## src/rtl/clks_ctrl_pkg.sv

```systemverilog
// clks_ctrl shared types
// state encoding, source codes, source mux helper
package clks_ctrl_pkg;

  typedef enum logic [2:0] {
    IDLE   = 3'd0,
    START  = 3'd1,
    RUN    = 3'd2,
    SW_OLD = 3'd3,
    SW_NEW = 3'd4
  } state_e;

  localparam logic [1:0] SEL_10  = 2'd0;
  localparam logic [1:0] SEL_20  = 2'd1;
  localparam logic [1:0] SEL_40  = 2'd2;
  localparam logic [1:0] SEL_BAD = 2'd3;

  // pick one bit of {clk40,clk20,clk10}-ordered vector
  function automatic logic pick(
    input logic [1:0] s,
    input logic [2:0] v
  );
    logic r;
    r = 1'b0;
    case (s)
      SEL_10:  r = v[0];
      SEL_20:  r = v[1];
      SEL_40:  r = v[2];
      default: r = 1'b0;
    endcase
    return r;
  endfunction

endpackage

```

## src/rtl/clks_ctrl_edge_det.sv

```systemverilog
// edge_det: one-register edge detector
// rise/fall compare live input against last sample
module edge_det (
  input  logic clk,
  input  logic rst,
  input  logic d,
  output logic rise,
  output logic fall
);

  logic prev_q;

  // sample the input every cycle
  always_ff @(posedge clk or negedge rst) begin
    if (!rst) prev_q <= 1'b0;
    else      prev_q <= d;
  end

  assign rise = d & ~prev_q;
  assign fall = ~d & prev_q;

endmodule

```

## src/rtl/clks_ctrl.sv

```systemverilog
// clks_ctrl: divider sequencing and source select
// glitch-free switch, selected source as tick enable
module clks_ctrl
  import clks_ctrl_pkg::*;
#(
  parameter int unsigned SETTLE = 4
) (
  input  logic       clk,
  input  logic       rst,
  input  logic       enb,
  input  logic       clk10,
  input  logic       clk20,
  input  logic       clk40,
  input  logic       reqValid,
  input  logic [1:0] reqSel,
  output logic       reqReady,
  output logic       divRst,
  output logic       enbDiv,
  output logic       tick,
  output logic [1:0] sel,
  output logic       busy,
  output logic       err
);

  localparam logic [3:0] LOAD = 4'(SETTLE - 1);

  state_e     state_q;
  logic [1:0] sel_q;
  logic [1:0] pend_q;
  logic [3:0] cnt_q;
  logic       tick_q;
  logic       err_q;

  logic [2:0] cur_v;
  logic [2:0] rise_v;
  logic [2:0] fall_v;
  logic       rise_sel;
  logic       fall_sel;
  logic       pend_cur;
  logic       req_bad;
  logic       req_sw;

  assign cur_v = {clk40, clk20, clk10};

  edge_det u_e10 (
    .clk  (clk),
    .rst  (rst),
    .d    (clk10),
    .rise (rise_v[0]),
    .fall (fall_v[0])
  );

  edge_det u_e20 (
    .clk  (clk),
    .rst  (rst),
    .d    (clk20),
    .rise (rise_v[1]),
    .fall (fall_v[1])
  );

  edge_det u_e40 (
    .clk  (clk),
    .rst  (rst),
    .d    (clk40),
    .rise (rise_v[2]),
    .fall (fall_v[2])
  );

  assign rise_sel = pick(sel_q, rise_v);
  assign fall_sel = pick(sel_q, fall_v);
  assign pend_cur = pick(pend_q, cur_v);

  assign req_bad = reqValid && (reqSel == SEL_BAD);
  assign req_sw  = reqValid && (reqSel != SEL_BAD)
                && (reqSel != sel_q);

  // control FSM; enb loss wins over everything
  always_ff @(posedge clk or negedge rst) begin
    if (!rst) begin
      state_q <= IDLE;
      sel_q   <= SEL_10;
      pend_q  <= SEL_10;
      cnt_q   <= 4'd0;
      tick_q  <= 1'b0;
      err_q   <= 1'b0;
    end else begin
      tick_q <= 1'b0;
      err_q  <= 1'b0;
      if (!enb) begin
        state_q <= IDLE;
      end else begin
        unique case (state_q)
          IDLE: begin
            state_q <= START;
            cnt_q   <= LOAD;
          end
          START: begin
            if (cnt_q == 4'd0) state_q <= RUN;
            else               cnt_q   <= cnt_q - 4'd1;
          end
          RUN: begin
            tick_q <= rise_sel & ~req_sw;
            err_q  <= req_bad;
            if (req_sw) begin
              pend_q  <= reqSel;
              state_q <= SW_OLD;
            end
          end
          SW_OLD: begin
            if (fall_sel) state_q <= SW_NEW;
          end
          SW_NEW: begin
            if (!pend_cur) begin
              sel_q   <= pend_q;
              state_q <= RUN;
            end
          end
          default: state_q <= IDLE;
        endcase
      end
    end
  end

  assign reqReady = (state_q == RUN);
  assign divRst   = (state_q == IDLE);
  assign enbDiv   = (state_q != IDLE);
  assign busy     = (state_q == START)
                 || (state_q == SW_OLD)
                 || (state_q == SW_NEW);
  assign tick     = tick_q;
  assign err      = err_q;
  assign sel      = sel_q;

endmodule
```

## config.mk

```make
export PLATFORM = sky130hd
export DESIGN_NAME = clks_ctrl
export DESIGN_NICKNAME = d
export VERILOG_FILES = /design/src/rtl/clks_ctrl_pkg.sv /design/src/rtl/clks_ctrl_edge_det.sv /design/src/rtl/clks_ctrl.sv
export SDC_FILE = /design/constraint.sdc
export NUM_CORES = 1
export LEC_CHECK = 0
export BUFFER_PORTS_ARGS = -buffer_cell sky130_fd_sc_hd__buf_4
export CELL_PAD_IN_SITES_DETAIL_PLACEMENT = 0
export CELL_PAD_IN_SITES_GLOBAL_PLACEMENT = 1
export CORE_MARGIN = 5
export CORE_UTILIZATION = 45
export CTS_CLUSTER_DIAMETER = 200
export DETAILED_ROUTE_END_ITERATION = 12
export PLACE_DENSITY_LB_ADDON = 0.1
export SYNTH_ARGS = -nofsm -noshare
export SYNTH_HDL_FRONTEND = slang
export SYNTH_HIERARCHICAL = 1
export SYNTH_SLANG_ARGS = --single-unit
```

## constraint.sdc

```tcl
create_clock -name clk -period 2.44 [get_ports clk]
set_clock_uncertainty 0.1 [all_clocks]
set_input_delay 0.244 -clock clk [delete_from_list [all_inputs] [get_ports clk]]
set_output_delay 0.244 -clock clk [all_outputs]
set_load 0.02 [all_outputs]
```

==> metrics, run 1 <==
run status=finished, final reports clean; HP Class=in -> reg; Worst-Margin Slew=about 0.38 ns; drt via density=about 5.5; crit path DAT=1.88 ns; Final setup viols=0; number of global-route vias before repair=857; via count=roughly 840; Async SR Flop Fraction=100%; placed cell count=145; crit-path cells=dlygate4sd3_1 -> buf_4 -> and2b_2 -> mux2_1 -> a22oi_2 -> o22ai_1 -> and2_2; Fin. Hold Viols=0; Initial DRC Count=17; routed length per instance=between 10 and 15 microns; dpl ws=0.874 ns; ys flop type=dfrtp_1; most common cell in the netlist=dfrtp_1; Root Driver=clkbuf_4; final-report max-slew violation count=0; Max clock buf depth=2; #FFs+latches synth=16; Die Wd=between 50 and 60 microns; initial antenna violation count=0; fin crit share=around three quarters; Synth area leader=dfrtp_1; Met2 Wirelength=993 microns; full die area=~3300 sq um; ANT cells=0; crit path kind=in -> reg; Mapped Nets=115; gr usage total=between 10 and 15%; Mapped Avg Cell Area=~9.6 sq um; Area Growth Syn to Fin=20.9%; port buffer count=16; worst rel slew slack=74.5%; Routed WL=2080 microns; setup TNS=0 ns; post-synthesis instance total=104; Cell Count, Final, Fillers Out=153; CP max-delay cell=dlygate4sd3_1; Clock Sink Count=16; HPWL Detailed=approximately 1500 microns; Clock Latency Late Sink=0.29 ns; nets@finish=137; worst vdd ir=0.000381 V; Post-CTS Setup Inserts=0; wl on met1=slightly below 1000 microns; synth warn=6; H-tree levels=1; dpl cell area=approximately 1100 sq um; routability cong.=0.788; DR WL met3=slightly below 100 microns; total I/O pin count=17; WP data required=about 2.5 ns; DR top layer=met4; EDFF count, synth=0; core area=~2200 sq um; TritonCTS clock tree=yes; Area contributors post-synth=dfrtp_1 40%, nand2b_1 3.7%, o21ai_0 3.0%; CTS Buf Count=3; Period minus WS final=around 1.8 ns; layout cell share with drive strength beyond 1=25.6%; sequential cell area fraction in the yosys report=39.9%; # rows=17; design area=around 1200 sq um; grt ovf=0; synth unique cells=between 40 and 50; Commonest cells post-synth=16 x dfrtp_1, 8 x nor2_1, 6 x inv_1, 6 x nand2b_1, 6 x o21ai_0; Lkg Pwr=about 0.56 nW; max-capacitance violation count=0; Pre-Repair DR Iteration Count=4; Peak Freq=between 500 and 600 MHz; PD cells=~570 nW/um^2; area share of the largest cell type after synthesis=between 30% and 40%; Max stage delay on crit path=about 0.53 ns; # resized after CTS=0; # DRC=0; crit start category=primary input; DIE HEIGHT=approximately 57 microns; endpoint class of the critical path=register; worst setup margin=roughly 0.65 ns; largest net degree at the start of global routing=17; Initial Util=46.3%; RSZ-0062 raised after global routing=false; post-synthesis cell area=1000 sq um; fill count=about 210; Routed Antenna Nets=0; fin util=a little under three fifths; Worst Path Max Fanout=4; first-pass GRT wire length=approximately 3600 microns; Clock transition at path regs=roughly 0.10 ns
==> where the power goes <==
group	internal, W	switching, W
logic	0.0000915	0.0000855
clock network	0.0000908	0.0000855
registers	0.000296	0.0000434
==> per-layer routing <==
layer,up-vias,global-route usage (%)
li1,420,-
met1,397,17.4
met2,19,23.0
met3,2,2.49
met4,0,6.95
met5,-,0
==> logic make-up (layout without fill, tap and decap cells) <==
family | count (synthesis) | after routing | synth area share [%]
AO/OA/AOI/OAI | 29 | 29 | 19.8
AND/OR/NAND/NOR | 43 | 43 | 28.1
multiplexers | 5 | 5 | 5.36
flip-flops | 16 | 16 | 39.9
adder cells (fa/ha/maj) | 2 | 2 | 2.49
buffers and inverters | 9 | 30 | 4.36
==> metrics by stage <==
stage,total power [W],hold WS [ns]
final,0.000693,0.0764
after global routing,0.000743,0.0585
after CTS,0.000704,0.0654
after detailed placement,0.000519,0.0207
after global placement,0.000515,0.0158
after floorplan,0.000458,-0.152
==> registers in the layout, indices dropped and copies added (netlist names) <==
name and cells:
sel 2, err 1, u_e40/prev_q 1, u_e20/prev_q 1
u_e10/prev_q 1, pend_q 2, cnt_q 4, tick 1
state_q 3
==> cell usage in the layout (no fill, tap or decap), drive strengths merged, types with 2 or more instances in the layout <==
cell	Yosys	layout
a21oi	5	5
a22o	2	2
a32oi	2	2
and2b	3	3
and3	2	2
and4b	2	2
and4bb	2	2
buf	3	16
clkbuf	0	4
dfrtp	16	16
dlygate4sd3	0	4
ha	2	2
inv	6	6
mux2	3	3
mux2i	2	2
nand2	4	4
nand2b	6	6
nand3b	3	3
nor2	8	8
nor2b	4	4
nor3b	2	2
o21ai	8	8
o311ai	2	2
==> worst paths after layout <==
| check | start | endpoint | slack (ns) | depth (start not counted) |
|---|---|---|---|---|
| min in group asynchronous | rst | state_q[2]$_DFFE_PN0P_ | 0.24 | 2 |
| hold reg to reg | cnt_q[0]$_DFFE_PN0P_ | cnt_q[0]$_DFFE_PN0P_ | 0.43 | 1 |
| hold / removal | reqValid | tick$_DFF_PN0_ | 0.08 | 2 |
| max in group asynchronous | rst | pend_q[0]$_DFFE_PN0P_ | 1.80 | 2 |
| setup / recovery | clk40 | state_q[2]$_DFFE_PN0P_ | 0.65 | 7 |
| setup reg to reg | sel[1]$_DFFE_PN0P_ | state_q[2]$_DFFE_PN0P_ | 0.86 | 4 |
==> layout make-up <==
| class | count | area [sq um] | area share [%] |
|---|---|---|---|
| Sequential cell | 16 | 400 | 33.0 |
| Multi-Input combinational cell | 79 | 559 | 46.1 |
| Clock buffer | 4 | 36.3 | 2.99 |
| Tap cell | 28 | 35.0 | 2.89 |
| Inverter | 6 | 22.5 | 1.86 |
| Timing Repair Buffer | 20 | 160 | 13.2 |
==> timing repair <==
item	4_1_cts	5_1_grt
hold buffers	4	0
setup endpoints to repair	0	0
hold endpoints to repair	19	0
==> worst max-delay path: cells and delay by family <==
kind                   cells  cell delay, ns
AND/OR/NAND/NOR            2            0.39
buffers and inverters      2            0.65
AO/OA/AOI/OAI              2            0.29
multiplexers               1            0.31
Power figures use the tool's default switching activity.
==> inputs of run 2 (changes only) <==
--- a/config.mk
+++ b/config.mk
@@ -9,7 +9,7 @@
 export CELL_PAD_IN_SITES_DETAIL_PLACEMENT = 0
 export CELL_PAD_IN_SITES_GLOBAL_PLACEMENT = 1
 export CORE_MARGIN = 5
-export CORE_UTILIZATION = 45
+export CORE_UTILIZATION = 41
 export CTS_CLUSTER_DIAMETER = 200
 export DETAILED_ROUTE_END_ITERATION = 12
 export PLACE_DENSITY_LB_ADDON = 0.1
==> constraint.sdc (replaced) <==
create_clock -name clk -period 1.75 [get_ports clk]
set_clock_uncertainty 0.1 [all_clocks]
set_input_delay 0.175 -clock clk [delete_from_list [all_inputs] [get_ports clk]]
set_output_delay 0.175 -clock clk [all_outputs]
set_load 0.02 [all_outputs]
==> metrics, run 2 (synthesized netlist as in run 1, its figures left out) <==
RSZ-0062 raised after global routing=false; fill count=230; worst rel slew slack=between 70 and 80%; fin crit share=around 96%; HPWL Detailed=around 1600 microns; Period minus WS final=~1.7 ns; gr usage total=about an eighth; DIE HEIGHT=a little under 60 microns; worst setup margin=just over 0.06 ns; first-pass GRT wire length=3470 microns; Pre-Repair DR Iteration Count=4; core area=around 2400 sq um; layout cell share with drive strength beyond 1=around 28%; nets@finish=139; Routed WL=around 2100 microns; Clock Latency Late Sink=0.28 ns; Root Driver=clkbuf_4; # rows=18; CP max-delay cell=dlygate4sd3_1; PD cells=between 700 and 800 nW/um^2; Clock transition at path regs=roughly 0.09 ns; Routed Antenna Nets=0; biggest regs=cnt_q (4), state_q (3); HP Class=in -> reg; WP data required=around 1.8 ns; CTS Buf Count=3; Post-CTS Setup Inserts=0; Initial Util=between 40% and 50%; Peak Freq=592 MHz; crit path DAT=1.77 ns; Die Wd=just under 60 microns; H-tree levels=1; Top Family by Delay on Critical Path=buffers and inverters; full die area=around 3500 sq um; setup TNS=0 ns; max FFs per register=4; grt ovf=0; drt via density=~5.4; total I/O pin count=17; endpoint class of the critical path=register; max-capacitance violation count=0; Worst-Margin Slew=between 0.3 and 0.4 ns; Fin. Hold Viols=0; ANT cells=0; number of global-route vias before repair=approximately 770; Max stage delay on crit path=~0.52 ns; via count=around 850; Final setup viols=0; final-report max-slew violation count=0; # DRC=0; Worst Path Buf+Inv=2; Area Growth Syn to Fin=23.2%; TritonCTS clock tree=yes; crit path kind=in -> reg; Worst Path Max Fanout=4; Biggest register=cnt_q; most common cell after layout, fill and taps aside=buf_4; dpl ws=just under 0.2 ns; Clock Sink Count=16; Lkg Pwr=0.571 nW; port buffer count=16; worst vdd ir=around 0.00048 V; Initial DRC Count=15; routed length per instance=13.5 microns; fin util=around 51%; Max clock buf depth=2; crit start category=primary input; initial antenna violation count=0; routability cong.=0.774; crit-path cells=dlygate4sd3_1 -> buf_4 -> and2b_2 -> mux2_2 -> a22oi_2 -> o22ai_1 -> and2_2; most frequent cells in the layout=18 x buf_4, 16 x dfrtp_1, 8 x nor2_1; largest net degree at the start of global routing=17; run status=finished, final reports clean
==> run 2: cell type report <==
type	count	area (sq um)	share of cell area [%]
flip-flops and latches	16	400	32.4
clock buffers	4	36.3	2.94
repair buffers	22	175	14.2
multi-input cells	79	564	45.6
well taps	30	37.5	3.04
inverters	6	22.5	1.82
==> run 2: per-layer routing <==
layer  routed length, microns  up-vias  track usage [%]
li1                         -      431                -
met1                     1010      390             17.7
met2                      966       24             20.3
met3                      120        2             2.18
met4                       14        0             5.83
met5                        0        -                0
==> run 2: worst reg2reg max path, cell delays in order (launching register included) <==
cell	delay, ns
dfrtp_1	0.49
nor3b_1	0.35
nand3_1	0.20
mux2_2	0.31
==> run 2: final timing paths <==
| kind | endpoint | slack [ns] | start | cells after the start |
|---|---|---|---|---|
| setup / recovery | state_q[2]$_DFFE_PN0P_ | 0.06 | clk40 | 7 |
| hold / removal | tick$_DFF_PN0_ | 0.01 | reqValid | 2 |
| setup reg to reg | sel[1]$_DFFE_PN0P_ | 0.18 | state_q[2]$_DFFE_PN0P_ | 3 |
| hold reg to reg | cnt_q[0]$_DFFE_PN0P_ | 0.42 | cnt_q[0]$_DFFE_PN0P_ | 1 |
| max in group asynchronous | u_e10/prev_q$_DFF_PN0_ | 1.18 | rst | 2 |
| min in group asynchronous | state_q[1]$_DFFE_PN0P_ | 0.18 | rst | 2 |
==> run 2: repair_timing <==
item,CTS,global route
pin swaps,0,2
endpoints found under the hold margin,19,0
gates resized for setup,1,1
hold buffers,4,0
endpoints found under the setup margin,1,1
==> run 2: where the power goes <==
group / leakage [nW] / total (W) / internal (W) / switching, W
Combinational: 0.355 / 0.000260 / 0.000133 / 0.000127
Clock: 0.0210 / 0.000240 / 0.000126 / 0.000114
Sequential: 0.195 / 0.000466 / 0.000413 / 0.0000533
Total: 0.571 / 0.000966 / 0.000673 / 0.000293
==> run 2: metrics by stage <==
step | total power [W] | hold WS (ns) | instances | area, sq um
2_1_floorplan | 0.000638 | -0.221 | 104 | 1000
3_3_place_gp | 0.000725 | -0.0509 | 149 | 1150
3_5_place_dp | 0.000727 | -0.0516 | 149 | 1150
4_1_cts | 0.000981 | 0.00223 | 157 | 1240
5_1_grt | 0.00103 | 0.0117 | 157 | 1240
6_report | 0.000966 | 0.0147 | 157 | 1240
==> inputs of run 3 (changes only) <==
--- a/config.mk
+++ b/config.mk
@@ -8,6 +8,7 @@
 export BUFFER_PORTS_ARGS = -buffer_cell sky130_fd_sc_hd__buf_4
 export CELL_PAD_IN_SITES_DETAIL_PLACEMENT = 0
 export CELL_PAD_IN_SITES_GLOBAL_PLACEMENT = 1
+export CORE_ASPECT_RATIO = 1.4
 export CORE_MARGIN = 5
 export CORE_UTILIZATION = 41
 export CTS_CLUSTER_DIAMETER = 200
==> metrics, run 3 (synthesized netlist as in run 1, its figures left out) <==
CP max-delay cell=dlygate4sd3_1; dpl ws=0.205 ns; Routed Antenna Nets=0; crit path DAT=around 1.8 ns; fill count=between 200 and 250; PD cells=roughly 800 nW/um^2; H-tree levels=1; Worst Path Max Fanout=4; Min Hold Slack=0.0161 ns; Pre-Repair DR Iteration Count=4; grt ovf=0; nets@finish=140; via count=about 870; Lkg Pwr=0.585 nW; fin crit share=95.0%; dpl cell area=about 1200 sq um; DIE HEIGHT=slightly below 70 microns; Initial Util=42.4%; Max stage delay on crit path=0.52 ns; max FFs per register=4; critical path depth=7; Post-CTS Setup Inserts=0; Fin. Hold Viols=0; Root Driver=clkbuf_4; Clock Latency Late Sink=0.28 ns; # rows=21; full die area=3550 sq um; max-capacitance violation count=0; core area=~2400 sq um; WP data required=about 1.8 ns; Worst Path Buf+Inv=2; final-report max-slew violation count=0; critical path launch point=clk40; biggest regs=cnt_q (4), state_q (3); crit start category=primary input; total I/O pin count=17; drt via density=between 5 and 6; Area Growth Syn to Fin=23.7%; crit path to=state_q[2]$_DFFE_PN0P_; run status=finished, final reports clean; hold wc startpoint=reqValid; gr usage total=13.9%; HP Class=in -> reg; initial antenna violation count=0; worst rel slew slack=slightly above 80%; RSZ-0062 raised after global routing=false; r2r setup slk=between 0.2 and 0.25 ns; Clock transition at path regs=around 0.10 ns; most frequent cells in the layout=18 x buf_4, 15 x dfrtp_1, 8 x nor2_1; Biggest register=cnt_q; CTS Buf Count=3; setup TNS=0 ns; ANT cells=0; first-pass GRT wire length=approximately 3700 microns; r2r endpoint=cnt_q[3]$_DFFE_PN0P_; worst setup margin=roughly 0.088 ns; routability cong.=around 0.75; Top Family by Delay on Critical Path=buffers and inverters; endpoint class of the critical path=register; routed length per instance=about 14 microns; design area=between 1000 and 1500 sq um; Peak Freq=602 MHz; port buffer count=16; most common cell after layout, fill and taps aside=buf_4; crit-path cells=dlygate4sd3_1 -> buf_4 -> and2b_2 -> mux2_4 -> a22oi_2 -> o22ai_1 -> and2_2; # DRC=0; largest net degree at the start of global routing=17; Worst-Margin Slew=0.279 ns; TritonCTS clock tree=yes; Initial DRC Count=14; Die Wd=slightly above 50 microns; HPWL Detailed=1670 microns; reg2reg path depth=4; layout cell share with drive strength beyond 1=28.9%; crit path kind=in -> reg; Period minus WS final=between 1.5 and 2 ns; Routed WL=~2100 microns; worst vdd ir=0.000371 V; Final setup viols=0; number of global-route vias before repair=846; Reg-to-Reg Start=state_q[2]$_DFFE_PN0P_; Clock Sink Count=16; Max clock buf depth=2
## run 3: metal layers
metal / track usage (%) / part of all wire, %
met2: 24.8 / 52
met5: 0 / 0
met4: 3.93 / 0.61
met1: 16.9 / 43
met3: 2.80 / 4.2
## run 3: layout make-up
cell class | instances | area [sq um] | area share, %
multi-input combinational | 79 | 563 | 45.4
timing repair buffer | 23 | 189 | 15.2
sequential | 16 | 402 | 32.4
clock buffer | 4 | 36.3 | 2.92
tap | 23 | 28.8 | 2.32
inverter | 6 | 22.5 | 1.81
## run 3: worst min path at each step
stage                     cells past startpoint  slack, ns                    to
final                                         2       0.02        tick$_DFF_PN0_
after global routing                          2       0.02        tick$_DFF_PN0_
after CTS                                     2      0.006        tick$_DFF_PN0_
after detailed placement                      1      -0.05  cnt_q[3]$_DFFE_PN0P_
after global placement                        1      -0.05  cnt_q[3]$_DFFE_PN0P_
after floorplan                               0      -0.22  cnt_q[0]$_DFFE_PN0P_
## run 3: worst reg2reg max path, delay by kind of cell (launching register included)
kind             cells  cell delay [ns]
AO/OA/AOI/OAI        3             0.48
flip-flops           1             0.47
AND/OR/NAND/NOR      1             0.45
## run 3: power by group
part	total, W	internal, W	switching [W]
registers	0.000465	0.000413	0.0000520
clock network	0.000248	0.000127	0.000122
logic	0.000264	0.000137	0.000127
## run 3: through the flow
step	power [W]	cells	util (%)
after floorplan	0.000638	104	-
after global placement	0.000728	143	48.8
after detailed placement	0.000731	143	48.8
after CTS	0.000988	151	52.0
after global routing	0.00106	151	52.5
final	0.000978	151	52.5
## run 3: repair_timing
item | in CTS | in global routing
hold buffers | 4 | 0
endpoints found under the hold margin | 19 | 0
gates resized for setup | 0 | 4
endpoints found under the setup margin | 0 | 2
